[src/rtl/reg_access_arbiter.sv]
// Two-requester round-robin sequencer for the 2-entry register file; captures OUT data back to the owner.
// Optional lock support (req0_lock/req1_lock, atomic sequences) is compiled in with `define ARB_LOCK_EN.
module reg_access_arbiter #(
    parameter int unsigned CAPTURE_DELAY = 1
) (
    input  logic       i_clock,
    input  logic       i_reset,
    input  logic       i_ena,
    input  logic       i_req0_valid,
    output logic       o_req0_ready,
    input  logic [2:0] i_req0_opcode,
    input  logic [7:0] i_req0_data,
    input  logic       i_req1_valid,
    output logic       o_req1_ready,
    input  logic [2:0] i_req1_opcode,
    input  logic [7:0] i_req1_data,
`ifdef ARB_LOCK_EN
    input  logic       i_req0_lock,
    input  logic       i_req1_lock,
`endif
    output logic       o_rsp0_valid,
    output logic       o_rsp1_valid,
    output logic [7:0] o_rsp_data,
    output logic       o_reg_ena,
    output logic [2:0] o_reg_opcode,
    output logic [7:0] o_reg_data,
    input  logic [7:0] i_reg_data_out,
    output logic       o_busy
);

    typedef enum logic [1:0] {
        S_IDLE    = 2'd0,
        S_ISSUE   = 2'd1,
        S_WAIT    = 2'd2,
        S_CAPTURE = 2'd3
    } state_t;

    // WAIT spends CAPTURE_DELAY-1 cycles; the counter holds the remaining count minus one.
    localparam logic [2:0] WAIT_INIT = 3'((CAPTURE_DELAY >= 2) ? (CAPTURE_DELAY - 2) : 0);

    state_t     r_state;
    logic       r_rr_ptr;
    logic       r_owner;
    logic [2:0] r_op;
    logic [7:0] r_data;
    logic [2:0] r_wait_cnt;
    logic       r_rsp0;
    logic       r_rsp1;
    logic [7:0] r_rsp_data;
    logic       r_reg_ena;
`ifdef ARB_LOCK_EN
    logic       r_lat_lock;
    logic       r_lock_act;
    logic       r_lock_owner;
    logic       w_sel_lock;
`endif

    logic       w_elig0;
    logic       w_elig1;
    logic       w_win0;
    logic       w_win1;
    logic       w_can_accept;
    logic       w_hs0;
    logic       w_hs1;
    logic       w_hs;
    logic [2:0] w_sel_op;
    logic [7:0] w_sel_data;
    logic       w_is_out;

`ifdef ARB_LOCK_EN
    // While a lock is held only its owner is eligible, even if it is idle.
    assign w_elig0    = i_req0_valid & (~r_lock_act | ~r_lock_owner);
    assign w_elig1    = i_req1_valid & (~r_lock_act |  r_lock_owner);
    assign w_sel_lock = w_hs1 ? i_req1_lock : i_req0_lock;
`else
    assign w_elig0 = i_req0_valid;
    assign w_elig1 = i_req1_valid;
`endif

    assign w_win1       = w_elig1 & (~w_elig0 | r_rr_ptr);
    assign w_win0       = w_elig0 & ~w_win1;
    assign w_can_accept = i_ena & ~i_reset & (r_state == S_IDLE);
    assign o_req0_ready = w_can_accept & w_win0;
    assign o_req1_ready = w_can_accept & w_win1;
    assign w_hs0        = o_req0_ready & i_req0_valid;
    assign w_hs1        = o_req1_ready & i_req1_valid;
    assign w_hs         = w_hs0 | w_hs1;
    assign w_sel_op     = w_hs1 ? i_req1_opcode : i_req0_opcode;
    assign w_sel_data   = w_hs1 ? i_req1_data   : i_req0_data;
    assign w_is_out     = (r_op[2:1] == 2'b10);

    // Pulses are held in their registers while frozen so they reappear once ena returns.
    assign o_reg_ena    = r_reg_ena & i_ena;
    assign o_rsp0_valid = r_rsp0 & i_ena;
    assign o_rsp1_valid = r_rsp1 & i_ena;
    assign o_rsp_data   = r_rsp_data;
    assign o_reg_opcode = r_op;
    assign o_reg_data   = r_data;
    assign o_busy       = (r_state != S_IDLE);

    always_ff @(posedge i_clock) begin
        if (i_reset) begin
            r_state    <= S_IDLE;
            r_rr_ptr   <= 1'b0;
            r_owner    <= 1'b0;
            r_op       <= 3'd0;
            r_data     <= 8'd0;
            r_wait_cnt <= 3'd0;
            r_rsp0     <= 1'b0;
            r_rsp1     <= 1'b0;
            r_rsp_data <= 8'd0;
            r_reg_ena  <= 1'b0;
`ifdef ARB_LOCK_EN
            r_lat_lock   <= 1'b0;
            r_lock_act   <= 1'b0;
            r_lock_owner <= 1'b0;
`endif
        end else if (i_ena) begin
            r_rsp0    <= 1'b0;
            r_rsp1    <= 1'b0;
            r_reg_ena <= 1'b0;
            case (r_state)
                S_IDLE: begin
                    if (w_hs) begin
                        r_owner   <= w_hs1;
                        r_op      <= w_sel_op;
                        r_data    <= w_sel_data;
                        r_rr_ptr  <= ~w_hs1;
                        r_reg_ena <= 1'b1;
                        r_state   <= S_ISSUE;
`ifdef ARB_LOCK_EN
                        r_lat_lock <= w_sel_lock;
                        if (w_sel_lock) begin
                            r_lock_act   <= 1'b1;
                            r_lock_owner <= w_hs1;
                        end
`endif
                    end
                end
                S_ISSUE: begin
                    if (w_is_out) begin
                        r_wait_cnt <= WAIT_INIT;
                        r_state    <= (CAPTURE_DELAY <= 1) ? S_CAPTURE : S_WAIT;
                    end else begin
                        r_rsp0  <= ~r_owner;
                        r_rsp1  <=  r_owner;
                        r_state <= S_IDLE;
`ifdef ARB_LOCK_EN
                        if (r_lock_act && (r_lock_owner == r_owner) && !r_lat_lock)
                            r_lock_act <= 1'b0;
`endif
                    end
                end
                S_WAIT: begin
                    if (r_wait_cnt == 3'd0)
                        r_state <= S_CAPTURE;
                    else
                        r_wait_cnt <= r_wait_cnt - 3'd1;
                end
                S_CAPTURE: begin
                    r_rsp_data <= i_reg_data_out;
                    r_rsp0     <= ~r_owner;
                    r_rsp1     <=  r_owner;
                    r_state    <= S_IDLE;
`ifdef ARB_LOCK_EN
                    if (r_lock_act && (r_lock_owner == r_owner) && !r_lat_lock)
                        r_lock_act <= 1'b0;
`endif
                end
                default: r_state <= S_IDLE;
            endcase
        end
    end

endmodule

[config.mk]
export PLATFORM = sky130hd
export DESIGN_NAME = reg_access_arbiter
export DESIGN_NICKNAME = d
export VERILOG_FILES = /design/src/rtl/reg_access_arbiter.sv
export SDC_FILE = /design/constraint.sdc
export NUM_CORES = 1
export LEC_CHECK = 0
export CAP_MARGIN = 20
export CORE_MARGIN = 2
export CORE_UTILIZATION = 40
export DETAILED_ROUTE_END_ITERATION = 8
export PLACE_DENSITY = 0.79
export SYNTH_ARGS = -nofsm -noshare
export SYNTH_HDL_FRONTEND = slang
export SYNTH_SLANG_ARGS = --single-unit
[constraint.sdc]
create_clock -name i_clock -period 1.6 [get_ports i_clock]
set_input_delay 0.32 -clock i_clock [delete_from_list [all_inputs] [get_ports i_clock]]
set_output_delay 0.32 -clock i_clock [all_outputs]
set_load 0.1 [all_outputs]
==> impl_metrics.env, run 1 <==
export IMPL_n_fill_cell=204
export IMPL_die_h_um=59.8
export IMPL_hold_buffers=0
export IMPL_synth_edf_count=0
export IMPL_synth_async_reset_ratio_pct=0
export IMPL_viasPerCell=5.39
export IMPL_drcViolationCount=0
export IMPL_insertion_delay_ns=0.33
export IMPL_cellLeakagePower_uw=0.00101
export IMPL_grt_pass1_wl_um=6080
export IMPL_cts_buffers=5
export IMPL_violations="negative setup slack"
export IMPL_stdcell_count=234
export IMPL_synth_common_cells="dfxtp_1, inv_1, a21oi_1, a222oi_1, nor2_1"
export IMPL_die_w_um=59.8
export IMPL_dr_first_iter_drc_count=87
export IMPL_finalPower_uw=1850
export IMPL_crit_arrival_ns=1.46
export IMPL_core_area_um2=3000
export IMPL_crit_required_ns=1.28
export IMPL_clockRootBuffer="clkbuf_4"
export IMPL_n_antenna_cell=0
export IMPL_fmax_mhz=561
export IMPL_clock_path_buffers=2
export IMPL_synth_top_family_by_area="simple AND/OR/NAND/NOR gates"
export IMPL_yosys_mux_area_fraction_pct=6.44
export IMPL_finalCriticalPeriod_ns=1.78
export IMPL_dp_cells=224
export IMPL_cap_violations=0
export IMPL_portBuffers=59
export IMPL_rsz0062_at_grt="true"
export IMPL_crit_fanout=3
export IMPL_status="finished with violations"
export IMPL_synthCells=131
export IMPL_vias=1261
export IMPL_track_usage_pct=23.4
export IMPL_synth_seq_cells=29
export IMPL_utilization_pct=75.9
export IMPL_io_pin_count=60
export IMPL_fin_skew_ns=0.00749
export IMPL_fin_nets=237
export IMPL_place_congestion=0.817
export IMPL_synth_xor_area_share_pct=0
export IMPL_yosys_top_cells_area="dfxtp_1, a222oi_1, mux2i_1, a21oi_1, inv_1"
export IMPL_synth_cell_types=31
export IMPL_num_rows=20
export IMPL_clk_pin_slew_worst_paths_ns=0.09
export IMPL_hp_class="flip-flop to flip-flop"
export IMPL_place_ws_ns=-0.332
export IMPL_drive_gt1_share_pct=28.4
export IMPL_grt_max_degree=20
export IMPL_powerDensity_nw_per_um2=812
export IMPL_overflow=0
export IMPL_avgRoutedWirePerCell_um=16.0
export IMPL_ys_seq_area_share_pct=46.7
export IMPL_synth_warnings=0
export IMPL_cp_end_kind="output port"
export IMPL_synth_top_flop_cell="dfxtp_1"
export IMPL_h_tree_depth=2
export IMPL_synth_top_area_share_pct=46.7
export IMPL_drt_wl_total_um=3740
export IMPL_first_pass_iters=6
export IMPL_area_delta_synth_final_pct=83.2
export IMPL_setup_slack_ns=-0.182
export IMPL_finalHoldViolCount=0
export IMPL_hpwl_um=2880
export IMPL_dieArea_um2=3570
export IMPL_avgSynthCellArea_um2=9.49
export IMPL_final_period_utilization_pct=111
export IMPL_synth_nets=168
export IMPL_finalSetupViolCount=3
export IMPL_slew_viol_final=0
export IMPL_antenna_found_initial=0
export IMPL_tightest_slew_ns=0.371
export IMPL_path_class="flip-flop to output port"
export IMPL_startpoint_type="flip-flop"
export IMPL_yosysMostFrequentCell="dfxtp_1"
export IMPL_synthAdderAreaFrac_pct=2.01
export IMPL_netlist_area_um2=1240
export IMPL_synth_top_area_cell="dfxtp_1"
export IMPL_postRouteAntennaNets=0
export IMPL_slew_headroom_pct=75.3
export IMPL_numClockSinks=29
export IMPL_cts_tree="done"
export IMPL_synth_simple_area_share_pct=20.6
export IMPL_start_util_pct=41.4
export IMPL_synth_compound_area_share_pct=15.7
export IMPL_grt_pass1_vias=1325
export IMPL_ir_worst_vdd_v=0.000658
-- final timing paths --
kind                                start                          to  slack (ns)  cells past startpoint
setup / recovery  r_state[0]$_SDFFE_PP0P_                o_req0_ready       -0.18                      3
hold / removal        r_rsp0$_SDFFE_PP0P_         r_rsp0$_SDFFE_PP0P_        0.47                      2
setup reg to reg  r_state[1]$_SDFFE_PP0P_  r_wait_cnt[1]$_SDFFE_PP0P_        0.01                      5
hold reg to reg       r_rsp0$_SDFFE_PP0P_         r_rsp0$_SDFFE_PP0P_        0.47                      2
-- worst max-delay path: stages (launching register included) --
cell and delay, ns:
dfxtp_2 0.35, nor4b_4 0.35, and3_4 0.26, buf_12 0.17
-- cells in the final DEF, fill, tap and decap left out, drive strengths merged --
cell type | synthesis | routed
buf | 8 | 37
clkdlybuf4s50 | 0 | 32
dfxtp | 29 | 29
inv | 13 | 13
a21oi | 11 | 11
a222oi | 11 | 11
nor2 | 10 | 10
mux2i | 8 | 8
clkbuf | 1 | 7
nand2 | 6 | 6
and2 | 4 | 4
nand2b | 4 | 4
nand3 | 4 | 4
o21ai | 3 | 3
and3 | 2 | 2
o21bai | 2 | 2
ha | 2 | 2
dlygate4sd2 | 0 | 2
or2 | 2 | 2
clkinv | 1 | 2
nor3b | 2 | 2
nor2b | 2 | 2
nor4b | 1 | 1
and4bb | 1 | 1
or4 | 1 | 1
or4b | 1 | 1
nand4b | 1 | 1
nand3b | 1 | 1
-- metal layers --
layer / part of all wire [%] / vias to the layer above / global-route usage [%]
li1: - / 603 / -
met1: 37 / 609 / 24.3
met2: 57 / 41 / 43.0
met3: 4.7 / 8 / 5.63
met4: 2.0 / 0 / 11.7
met5: 0 / - / 0
-- power breakdown --
part / switching, uW / total, uW / leakage (uW) / internal (uW)
logic: 312 / 556 / 0.000735 / 244
clock network: 248 / 502 / 0.0000413 / 254
registers: 38.3 / 793 / 0.000238 / 754
total: 599 / 1850 / 0.00101 / 1250
-- sequential cells by signal (all words and copies together), names as in the netlist --
register      flops
o_rsp_data        8
r_rsp1            1
r_reg_ena         1
r_state           2
r_rsp0            1
o_reg_opcode      3
r_rr_ptr          1
r_wait_cnt        3
o_reg_data        8
r_owner           1
-- per-stage QoR --
stage	area, um2	TNS, ns	hold WS, ns
after floorplan	1250	0	0.427
after global placement	2150	-3.97	0.438
after detailed placement	2150	-4.93	0.448
after CTS	2260	-0.493	0.460
after global routing	2280	-0.611	0.484
final	2280	-0.444	0.470
-- final cells by class --
cell class              count  area [um2]  area share [%]
clock inverters             1        5.00           0.220
flip-flops and latches     29         591            25.9
repair buffers             71         940            41.2
inverters                  14        52.6            2.31
well taps                  33        41.3            1.81
multi-input cells          79         584            25.6
clock buffers               7        65.1            2.86
-- timing repair --
item,4_1_cts,5_1_grt
endpoints found under the setup margin,6,5
gates resized for setup,10,5
setup buffers,2,1
pin swaps,3,4
gates cloned,0,0
-- cells by family (layout without fill, tap and decap cells) --
| logic type | count (synthesis) | count (layout) |
|---|---|---|
| adders and majority gates | 2 | 2 |
| and+or+nand+nor | 42 | 42 |
| AOI/OAI and AO/OA | 27 | 27 |
| DFF | 29 | 29 |
| muxes | 8 | 8 |
| buffers and inverters | 23 | 93 |
Power figures use the tool's default switching activity.
==> run 2, diff against run 1 <==
--- a/config.mk
+++ b/config.mk
@@ -5,11 +5,12 @@
 export SDC_FILE = /design/constraint.sdc
 export NUM_CORES = 1
 export LEC_CHECK = 0
-export CAP_MARGIN = 20
+export ABC_CLOCK_PERIOD_IN_PS = 1600
 export CORE_MARGIN = 2
-export CORE_UTILIZATION = 40
+export CORE_UTILIZATION = 41
+export CTS_BUF_LIST = sky130_fd_sc_hd__clkbuf_4 sky130_fd_sc_hd__clkbuf_8
 export DETAILED_ROUTE_END_ITERATION = 8
-export PLACE_DENSITY = 0.79
+export PLACE_DENSITY = 0.81
 export SYNTH_ARGS = -nofsm -noshare
 export SYNTH_HDL_FRONTEND = slang
 export SYNTH_SLANG_ARGS = --single-unit
==> run 2 against run 1 <==
First-iteration DRC count up 30%; the flow still finishes with violations (negative setup slack); register-to-register slack worse by 0.02 ns; total power down 2.0%; setup slack better by 0.0019 ns; highest routed layer unchanged; final area down 0.60%; wire length up 4.8%; core utilization up 4.2 points; combinational power up 0.9%; via count up 1.4%; hold slack better by 0.016 ns; non-clock buffer count down 2.
==> impl_metrics.env, run 2 (synthesis gave the netlist of run 1 again) <==
export IMPL_seqCellArea_um2=588
export IMPL_h_tree_depth=2
export IMPL_setup_slack_ns=-0.180
export IMPL_postRouteAntennaNets=0
export IMPL_grt_pass1_wl_um=6340
export IMPL_multi_input_area_um2=608
export IMPL_drcViolationCount=0
export IMPL_avgRoutedWirePerCell_um=17.1
export IMPL_antenna_found_initial=0
export IMPL_rsz0062_at_grt="true"
export IMPL_stdcell_count=230
export IMPL_finalSetupViolCount=3
export IMPL_crit_fanout=3
export IMPL_viasPerCell=5.56
export IMPL_clockRootBuffer="clkbuf_4"
export IMPL_cellLeakagePower_uw=0.00100
export IMPL_drt_wl_total_um=3920
export IMPL_cp_end_kind="output port"
export IMPL_finalCriticalPeriod_ns=1.78
export IMPL_final_period_utilization_pct=111
export IMPL_die_h_um=59.1
export IMPL_portBuffers=59
export IMPL_cts_tree="done"
export IMPL_violations="negative setup slack"
export IMPL_die_w_um=59.1
export IMPL_whs_path_depth=2
export IMPL_status="finished with violations"
export IMPL_slew_headroom_pct=78.4
export IMPL_fmax_mhz=562
export IMPL_grt_max_degree=20
export IMPL_dr_first_iter_drc_count=113
export IMPL_finalPower_uw=1810
export IMPL_overflow=0
export IMPL_hold_buffers=0
export IMPL_drive_gt1_share_pct=32.2
export IMPL_timing_rr_start="r_state[0]$_SDFFE_PP0P_"
export IMPL_n_antenna_cell=0
export IMPL_hpwl_um=3000
export IMPL_utilization_pct=80.1
export IMPL_num_rows=19
export IMPL_worst_r2r_cell_count=5
export IMPL_cap_violations=0
export IMPL_dieArea_um2=3490
export IMPL_clk_pin_slew_worst_paths_ns=0.09
export IMPL_crit_arrival_ns=1.46
export IMPL_powerDensity_nw_per_um2=801
export IMPL_area_delta_synth_final_pct=82.1
export IMPL_r2r_end="r_wait_cnt[1]$_SDFFE_PP0P_"
export IMPL_setup_tns_ns=-0.370
export IMPL_insertion_delay_ns=0.31
export IMPL_grt_pass1_vias=1333
export IMPL_io_pin_count=60
export IMPL_numClockSinks=29
export IMPL_hp_class="flip-flop to flip-flop"
export IMPL_ir_worst_vdd_v=0.000626
export IMPL_fin_skew_ns=0.0102
export IMPL_start_util_pct=44.0
export IMPL_r2r_slack_ns=-0.01
export IMPL_dp_cells=222
export IMPL_holdPathEnd="r_rsp1$_SDFFE_PP0P_"
export IMPL_tightest_slew_ns=0.322
export IMPL_fin_nets=235
export IMPL_layout_commonest_cell="clkdlybuf4s50_1"
export IMPL_clock_path_buffers=2
export IMPL_n_fill_cell=165
export IMPL_slew_viol_final=0
export IMPL_track_usage_pct=24.2
export IMPL_vias=1279
export IMPL_first_pass_iters=7
export IMPL_core_area_um2=2830
export IMPL_finalHoldViolCount=0
export IMPL_path_class="flip-flop to output port"
export IMPL_startpoint_type="flip-flop"
export IMPL_final_cell_mix="clkdlybuf4s50_1, dfxtp_1, buf_12"
export IMPL_cts_buffers=5
export IMPL_place_congestion=0.740
export IMPL_worstHoldStart="r_rsp1$_SDFFE_PP0P_"
export IMPL_crit_required_ns=1.28
run 2: through the flow:
step	hold slack [ns]	setup WS, ns	instance area [um2]
2_1_floorplan	0.427	0.0112	1250
3_3_place_gp	0.438	-0.307	2150
3_5_place_dp	0.473	-0.380	2150
4_1_cts	0.486	-0.180	2240
5_1_grt	0.503	-0.240	2260
6_report	0.485	-0.180	2260
run 2: layout make-up:
| type | instances | area share, % |
|---|---|---|
| timing repair buffer | 69 | 40.5 |
| multi-input combinational | 79 | 26.9 |
| sequential | 29 | 26.0 |
| clock buffer | 8 | 2.65 |
| inverter | 14 | 2.32 |
| tap | 31 | 1.71 |
run 2: how the worst max path moves through the flow:
stage / startpoint / endpoint / slack (ns) / cells after the start
final: r_state[0]$_SDFFE_PP0P_ / o_req0_ready / -0.18 / 3
after global routing: r_state[0]$_SDFFE_PP0P_ / o_req1_ready / -0.24 / 3
after CTS: r_state[0]$_SDFFE_PP0P_ / o_req0_ready / -0.18 / 3
after detailed placement: i_ena / o_req0_ready / -0.38 / 4
after global placement: i_ena / o_req0_ready / -0.31 / 4
after floorplan: r_state[0]$_SDFFE_PP0P_ / o_req0_ready / 0.01 / 5
run 2: what timing repair did:
action / 4_1_cts / 5_1_grt
endpoints found under the setup margin: 18 / 6
setup buffers: 0 / 1
pin swaps: 3 / 4
gates resized for setup: 10 / 11
cloned: 0 / 0
run 2: worst max-delay path: stages, from the launching register on:
cell and delay (ns):
dfxtp_2 0.34, nor4b_4 0.35, and3_4 0.27, buf_12 0.17
run 2: where the power goes:
| group | internal (uW) | leakage (uW) | switching (uW) |
|---|---|---|---|
| logic | 243 | 0.000726 | 318 |
| clock network | 226 | 0.0000368 | 235 |
| registers | 756 | 0.000238 | 36.5 |
| total | 1230 | 0.00100 | 589 |
run 2: per-layer routing:
layer | wire length, um | track usage (%)
met5 | 0 | 0
met4 | 20 | 9.09
met3 | 277 | 6.77
met2 | 2230 | 44.0
met1 | 1390 | 26.4
